File: src/rtl/audio_stream_sequencer.sv
// Moves one sample at a time from the RX FIFO through the external processing block into the TX FIFO.
// The result written is always aligned to its own input sample; supports bypass and bounded stall/drop.
module audio_stream_sequencer #(
  parameter int unsigned DATA_WIDTH   = 32,
  parameter int unsigned SAMPLE_WIDTH = 16,
  parameter int unsigned PROC_LATENCY = 2,
  parameter int unsigned STALL_LIMIT  = 64,
  parameter int unsigned CNT_WIDTH    = 16
) (
  input  logic                    clk,
  input  logic                    reset_n,
  input  logic                    enable,
  input  logic                    bypass,
  input  logic                    adcfifo_empty,
  output logic                    adcfifo_read,
  input  logic [DATA_WIDTH-1:0]   adcfifo_readdata,
  output logic [SAMPLE_WIDTH-1:0] proc_in,
  input  logic [SAMPLE_WIDTH-1:0] proc_out,
  input  logic                    dacfifo_full,
  output logic                    dacfifo_write,
  output logic [DATA_WIDTH-1:0]   dacfifo_writedata,
  output logic                    busy,
  output logic [CNT_WIDTH-1:0]    sample_count,
  output logic [CNT_WIDTH-1:0]    drop_count
);

  localparam logic [2:0] StIdle    = 3'd0;
  localparam logic [2:0] StRead    = 3'd1;
  localparam logic [2:0] StCapture = 3'd2;
  localparam logic [2:0] StWait    = 3'd3;
  localparam logic [2:0] StWrite   = 3'd4;

  localparam int unsigned StallW = $clog2(STALL_LIMIT + 1);
  localparam logic [3:0]        WaitLast  = 4'(PROC_LATENCY);
  localparam logic [StallW-1:0] StallLast = StallW'(STALL_LIMIT - 1);

  logic [2:0]              state_q, state_d;
  logic                    read_q, read_d;
  logic                    write_q, write_d;
  logic [SAMPLE_WIDTH-1:0] proc_in_q, proc_in_d;
  logic [DATA_WIDTH-1:0]   wdata_q, wdata_d;
  logic [DATA_WIDTH-1:0]   raw_q, raw_d;
  logic                    byp_q, byp_d;
  logic [3:0]              wait_cnt_q, wait_cnt_d;
  logic [StallW-1:0]       stall_cnt_q, stall_cnt_d;
  logic [CNT_WIDTH-1:0]    sample_cnt_q, sample_cnt_d;
  logic [CNT_WIDTH-1:0]    drop_cnt_q, drop_cnt_d;
  logic [DATA_WIDTH-1:0]   merged;

  // Upper bits of the raw word pass through untouched around the processed field.
  always_comb begin
    merged                   = raw_q;
    merged[SAMPLE_WIDTH-1:0] = proc_out;
  end

  always_comb begin
    state_d      = state_q;
    read_d       = 1'b0;
    write_d      = 1'b0;
    proc_in_d    = proc_in_q;
    wdata_d      = wdata_q;
    raw_d        = raw_q;
    byp_d        = byp_q;
    wait_cnt_d   = wait_cnt_q;
    stall_cnt_d  = stall_cnt_q;
    sample_cnt_d = sample_cnt_q;
    drop_cnt_d   = drop_cnt_q;
    case (state_q)
      StIdle: begin
        if (enable && !adcfifo_empty) begin
          read_d  = 1'b1;
          state_d = StRead;
        end
      end
      StRead: state_d = StCapture;
      StCapture: begin
        raw_d      = adcfifo_readdata;
        proc_in_d  = adcfifo_readdata[SAMPLE_WIDTH-1:0];
        byp_d      = bypass;
        wait_cnt_d = '0;
        state_d    = StWait;
      end
      StWait: begin
        if (wait_cnt_q == WaitLast) begin
          wdata_d     = byp_q ? raw_q : merged;
          stall_cnt_d = '0;
          state_d     = StWrite;
        end else begin
          wait_cnt_d = wait_cnt_q + 4'd1;
        end
      end
      StWrite: begin
        // A free slot always wins, even on the last permitted stall cycle.
        if (!dacfifo_full) begin
          write_d = 1'b1;
          if (sample_cnt_q != '1) sample_cnt_d = sample_cnt_q + CNT_WIDTH'(1);
          state_d = StIdle;
        end else if (stall_cnt_q == StallLast) begin
          if (drop_cnt_q != '1) drop_cnt_d = drop_cnt_q + CNT_WIDTH'(1);
          state_d = StIdle;
        end else begin
          stall_cnt_d = stall_cnt_q + StallW'(1);
        end
      end
      default: state_d = StIdle;
    endcase
  end

  always_ff @(posedge clk or negedge reset_n) begin
    if (!reset_n) begin
      state_q      <= StIdle;
      read_q       <= 1'b0;
      write_q      <= 1'b0;
      proc_in_q    <= '0;
      wdata_q      <= '0;
      raw_q        <= '0;
      byp_q        <= 1'b0;
      wait_cnt_q   <= '0;
      stall_cnt_q  <= '0;
      sample_cnt_q <= '0;
      drop_cnt_q   <= '0;
    end else begin
      state_q      <= state_d;
      read_q       <= read_d;
      write_q      <= write_d;
      proc_in_q    <= proc_in_d;
      wdata_q      <= wdata_d;
      raw_q        <= raw_d;
      byp_q        <= byp_d;
      wait_cnt_q   <= wait_cnt_d;
      stall_cnt_q  <= stall_cnt_d;
      sample_cnt_q <= sample_cnt_d;
      drop_cnt_q   <= drop_cnt_d;
    end
  end

  assign adcfifo_read      = read_q;
  assign dacfifo_write     = write_q;
  assign proc_in           = proc_in_q;
  assign dacfifo_writedata = wdata_q;
  assign busy              = (state_q != StIdle);
  assign sample_count      = sample_cnt_q;
  assign drop_count        = drop_cnt_q;

endmodule

File: config.mk
export PLATFORM = sky130hd
export DESIGN_NAME = audio_stream_sequencer
export DESIGN_NICKNAME = d
export VERILOG_FILES = /design/src/rtl/audio_stream_sequencer.sv
export SDC_FILE = /design/constraint.sdc
export NUM_CORES = 1
export LEC_CHECK = 0
export BUFFER_PORTS_ARGS = -buffer_cell sky130_fd_sc_hd__buf_4
export CAP_MARGIN = 20
export CORE_AREA = 10 10 81 152
export CTS_BUF_LIST = sky130_fd_sc_hd__clkbuf_16
export DETAILED_ROUTE_END_ITERATION = 16
export DIE_AREA = 0 0 91 162
export MAX_ROUTING_LAYER = met4
export PLACE_DENSITY = 0.79
export SLEW_MARGIN = 0
export SYNTH_ARGS = -nofsm -noshare
export SYNTH_HDL_FRONTEND = slang
export SYNTH_SLANG_ARGS = --single-unit
File: constraint.sdc
create_clock -name clk -period 2.75 [get_ports clk]
set_clock_uncertainty 0.15 [all_clocks]
set_input_delay 0.275 -clock clk [delete_from_list [all_inputs] [get_ports clk]]
set_output_delay 0.275 -clock clk [all_outputs]
set_load 0.01 [all_outputs]
==> results by group <==
GRT
  • Gr ovfl total: 0
  • Vias in the first global route: approximately 4300
  • Largest net degree at the start of global routing: 53
  • Global-route wire length before repair: 21.7 mm
  • Initial antenna violation count: 0
  • Total GRT Usage: 0.187

Logic synthesis
  • Adder-cell area share of the yosys netlist: 0.0123
  • Synth cell types: 46
  • Synthesized area per cell: 11.4 µm²
  • Seq/Total Area, Yosys: 0.555
  • Post-synth EDFFs: 0
  • Largest area contributor in the netlist: dfrtp_1
  • Syn Inst Count: between 400 and 500
  • Seq cells post-synth: about 110
  • Main combinational cell family by area after synthesis: simple AND/OR/NAND/NOR gates
  • Synth top area share: 0.555
  • Multiplexer share of the synthesized area: 0.111
  • Post-Synth XOR/XNOR Area: 0.0499
  • Post-synthesis cell area: about 5100 µm²
  • Synth cell count leaders: 113 x dfrtp_1, 76 x nand2_1, 35 x mux2_2
  • Top-count cell post-synth: dfrtp_1
  • Simple-gate share of the synthesized area: 0.180
  • Main synth FF type: dfrtp_1
  • Compound-Gate Fraction of Synth Area: 0.0486
  • Synth Warn #: 0
  • Syn_nets: approximately 500
  • Top post-synthesis cells by area: dfrtp_1 56%, mux2_2 7.7%, nand2_1 5.6%
  • Asr flop ratio synth: 1.00

Critical path
  • CP Data Arrival Time: 2440 ps
  • Setup crit start kind: register
  • CP required: roughly 2900 ps
  • Critical-path maximum fanout: 12
  • Critical path class: reg -> reg
  • Kind of end point of the critical path: register

Cells and area
  • Register area: 2830 µm²
  • Multi-input logic area: ~2100 µm²
  • Fin nets: 669
  • Final Util: 0.731
  • Antenna diode count: 0
  • Share of cells above drive strength 1: 0.352
  • Synthesis-to-layout area growth: 41.0%
  • Fillers: 726

Clocking
  • Clock Sinks: about 110
  • # H-tree levels: 4
  • CTS tree: done
  • Cts repair resizes: 0
  • Clock latency on the worst-skew pair: 400 ps
  • Clock Tree Buf Depth: 2
  • CTS Buf Count: 17
  • Setup bufs post-CTS: 0
  • # hold bufs at CTS: 34
  • Clock Pin Slew Worst Setup and Hold Paths: around 50 ps
  • Root buffer cell: clkbuf_16

Die
  • Num rows: 51
  • I/O Pins: about 140
  • Initial Utilization: 0.518
  • DIE WIDTH: 91 µm
  • Die Footprint: 14700 µm²
  • Core area: slightly below 10000 µm²
  • Die H: around 160 µm

Routing
  • 1st-iter DRT viols: between 100 and 150
  • Vias: approximately 4000
  • Wirelength, routed: 13.3 mm
  • Residual DRC: 0
  • WL/cell: around 18 µm
  • Final ANT Viol Nets: 0
  • DRT Pass-1 Iters: 5
  • Vias/cell: 5.22

STA
  • Final worst-path cycle share: 0.824
  • Max-slew headroom: 0.393
  • Final worst setup slack: 483 ps
  • Slew Limit Fails: 0
  • Final Setup Violations: 0
  • Worst Tran Pin Value: 910 ps
  • Highest Clock Rate: about 440 MHz
  • Final Hold Viols: 0
  • Post-layout min period: ~2300 ps
  • Total Neg Setup Slack: 0 ps
  • RSZ-0062 raised after global routing: false

Power
  • Sw Ratio: 0.300
  • Flop pwr share: 0.361
  • Clock power share: 0.344
  • Power share of the combinational group: 0.295
  • Peak supply drop: approximately 700 µV
  • Psw: ~0.0022 W
  • PD cells: roughly 1000 nW/µm²
  • Int Pwr: approximately 0.0052 W
  • Leakage: roughly 3.6 nW

Placed design
  • Final HPWL DP: about 9.3 mm
  • IO buf count: approximately 140
  • Routability cong.: approximately 0.85
  • Pre-CTS WS: 475 ps

Run status
  • Status: finished clean

Run
  • Max-Cap Viols: 0

Worst hold path
  • Worst Hold Class: in -> reg
[layer usage]
metal | vias to the layer above | share of wire | global-route usage
met3 | 20 | 0.045 | 0.0517
met4 | 0 | 0.019 | 0.0645
met2 | 120 | 0.57 | 0.345
li1 | 1878 | - | -
met5 | - | 0 | -
met1 | 1921 | 0.37 | 0.181
[logic make-up after synthesis]
group,count (synthesis)
buffers and inverters,39
AND/OR/NAND/NOR,169
XOR/XNOR,29
multiplexers,52
adder cells (fa/ha/maj),5
AO/OA/AOI/OAI,40
flip-flops,113
[through the flow]
| step | std cells | hold slack (ps) | instance area, µm² | power, W |
|---|---|---|---|---|
| finish | 755 | 13.5 | 7180 | 0.00739 |
| global placement | 689 | 155 | 6150 | 0.00473 |
| global route | 755 | 6.98 | 7180 | 0.00781 |
| CTS | 755 | 1.11 | 7180 | 0.00746 |
| detailed placement | 689 | 162 | 6150 | 0.00485 |
| floorplan | 447 | -171 | 5090 | 0.00399 |
[worst max-delay path: stages, from the launching register on]
cell and delay [ps]:
dfrtp_1 490, or4b_4 670, nor3_1 420, and4bb_2 300, xor2_1 150
[registers in the layout (all words and copies together) (netlist names)]
register	cells
adcfifo_read	1
raw_q	17
stall_cnt_q	7
state_q	3
dacfifo_write	1
sample_count	16
wait_cnt_q	4
drop_count	16
proc_in	15
byp_q	1
dacfifo_writedata	32
[cells in the final DEF (no fill, tap or decap), drive strengths merged, types with 2 or more instances in the layout]
| master | count |
|---|---|
| nand2 | 76 |
| or3 | 3 |
| nand3 | 16 |
| a31oi | 3 |
| nor3b | 7 |
| nand4 | 8 |
| and4bb | 2 |
| dlygate4sd3 | 34 |
| and2 | 2 |
| clkbuf | 17 |
| xnor2 | 7 |
| xor2 | 22 |
| a41oi | 2 |
| nand3b | 2 |
| nor4 | 10 |
| dfrtp | 113 |
| mux2 | 35 |
| a21o | 5 |
| ha | 5 |
| o21ai | 21 |
| buf | 142 |
| o31ai | 2 |
| inv | 7 |
| nor2 | 10 |
| bufinv | 7 |
| mux2i | 17 |
| nor4b | 5 |
| clkinvlp | 3 |
| nor2b | 3 |
| nor3 | 13 |
| clkinv | 5 |
| nand2b | 2 |
| and3 | 4 |
[area by class of cell]
| cell class | instances | area share |
|---|---|---|
| Multi-Input combinational cell | 295 | 0.286 |
| Sequential cell | 113 | 0.394 |
| Timing Repair Buffer | 176 | 0.198 |
| Tap cell | 132 | 0.0230 |
| Clock inverter | 15 | 0.0368 |
| Inverter | 7 | 0.00366 |
| Clock buffer | 17 | 0.0592 |
[final timing paths]
check	startpoint	endpoint	slack [ps]	depth (start not counted)
max in group asynchronous	reset_n	proc_in[9]$_DFFE_PN0N_	1490	3
max	state_q[0]$_DFFE_PN0P_	sample_count[12]$_DFFE_PN0P_	480	4
min	adcfifo_empty	adcfifo_read$_DFF_PN0_	10	3
min in group asynchronous	reset_n	raw_q[29]$_DFFE_PN0N_	280	2
min reg2reg	raw_q[16]$_DFFE_PN0N_	dacfifo_writedata[16]$_DFFE_PN0P_	310	2
max reg2reg	state_q[0]$_DFFE_PN0P_	sample_count[12]$_DFFE_PN0P_	480	4
[power groups by stage]
| stage | registers (W) | clock network (W) | logic, W |
|---|---|---|---|
| finish | 0.00267 | 0.00254 | 0.00218 |
| global route | 0.00274 | 0.00267 | 0.00240 |
| CTS | 0.00266 | 0.00259 | 0.00222 |
| detailed placement | 0.00267 | 0 | 0.00217 |
| global placement | 0.00264 | 0 | 0.00209 |
| floorplan | 0.00261 | 0 | 0.00138 |
Note: power is estimated with default switching activity, not from simulation.
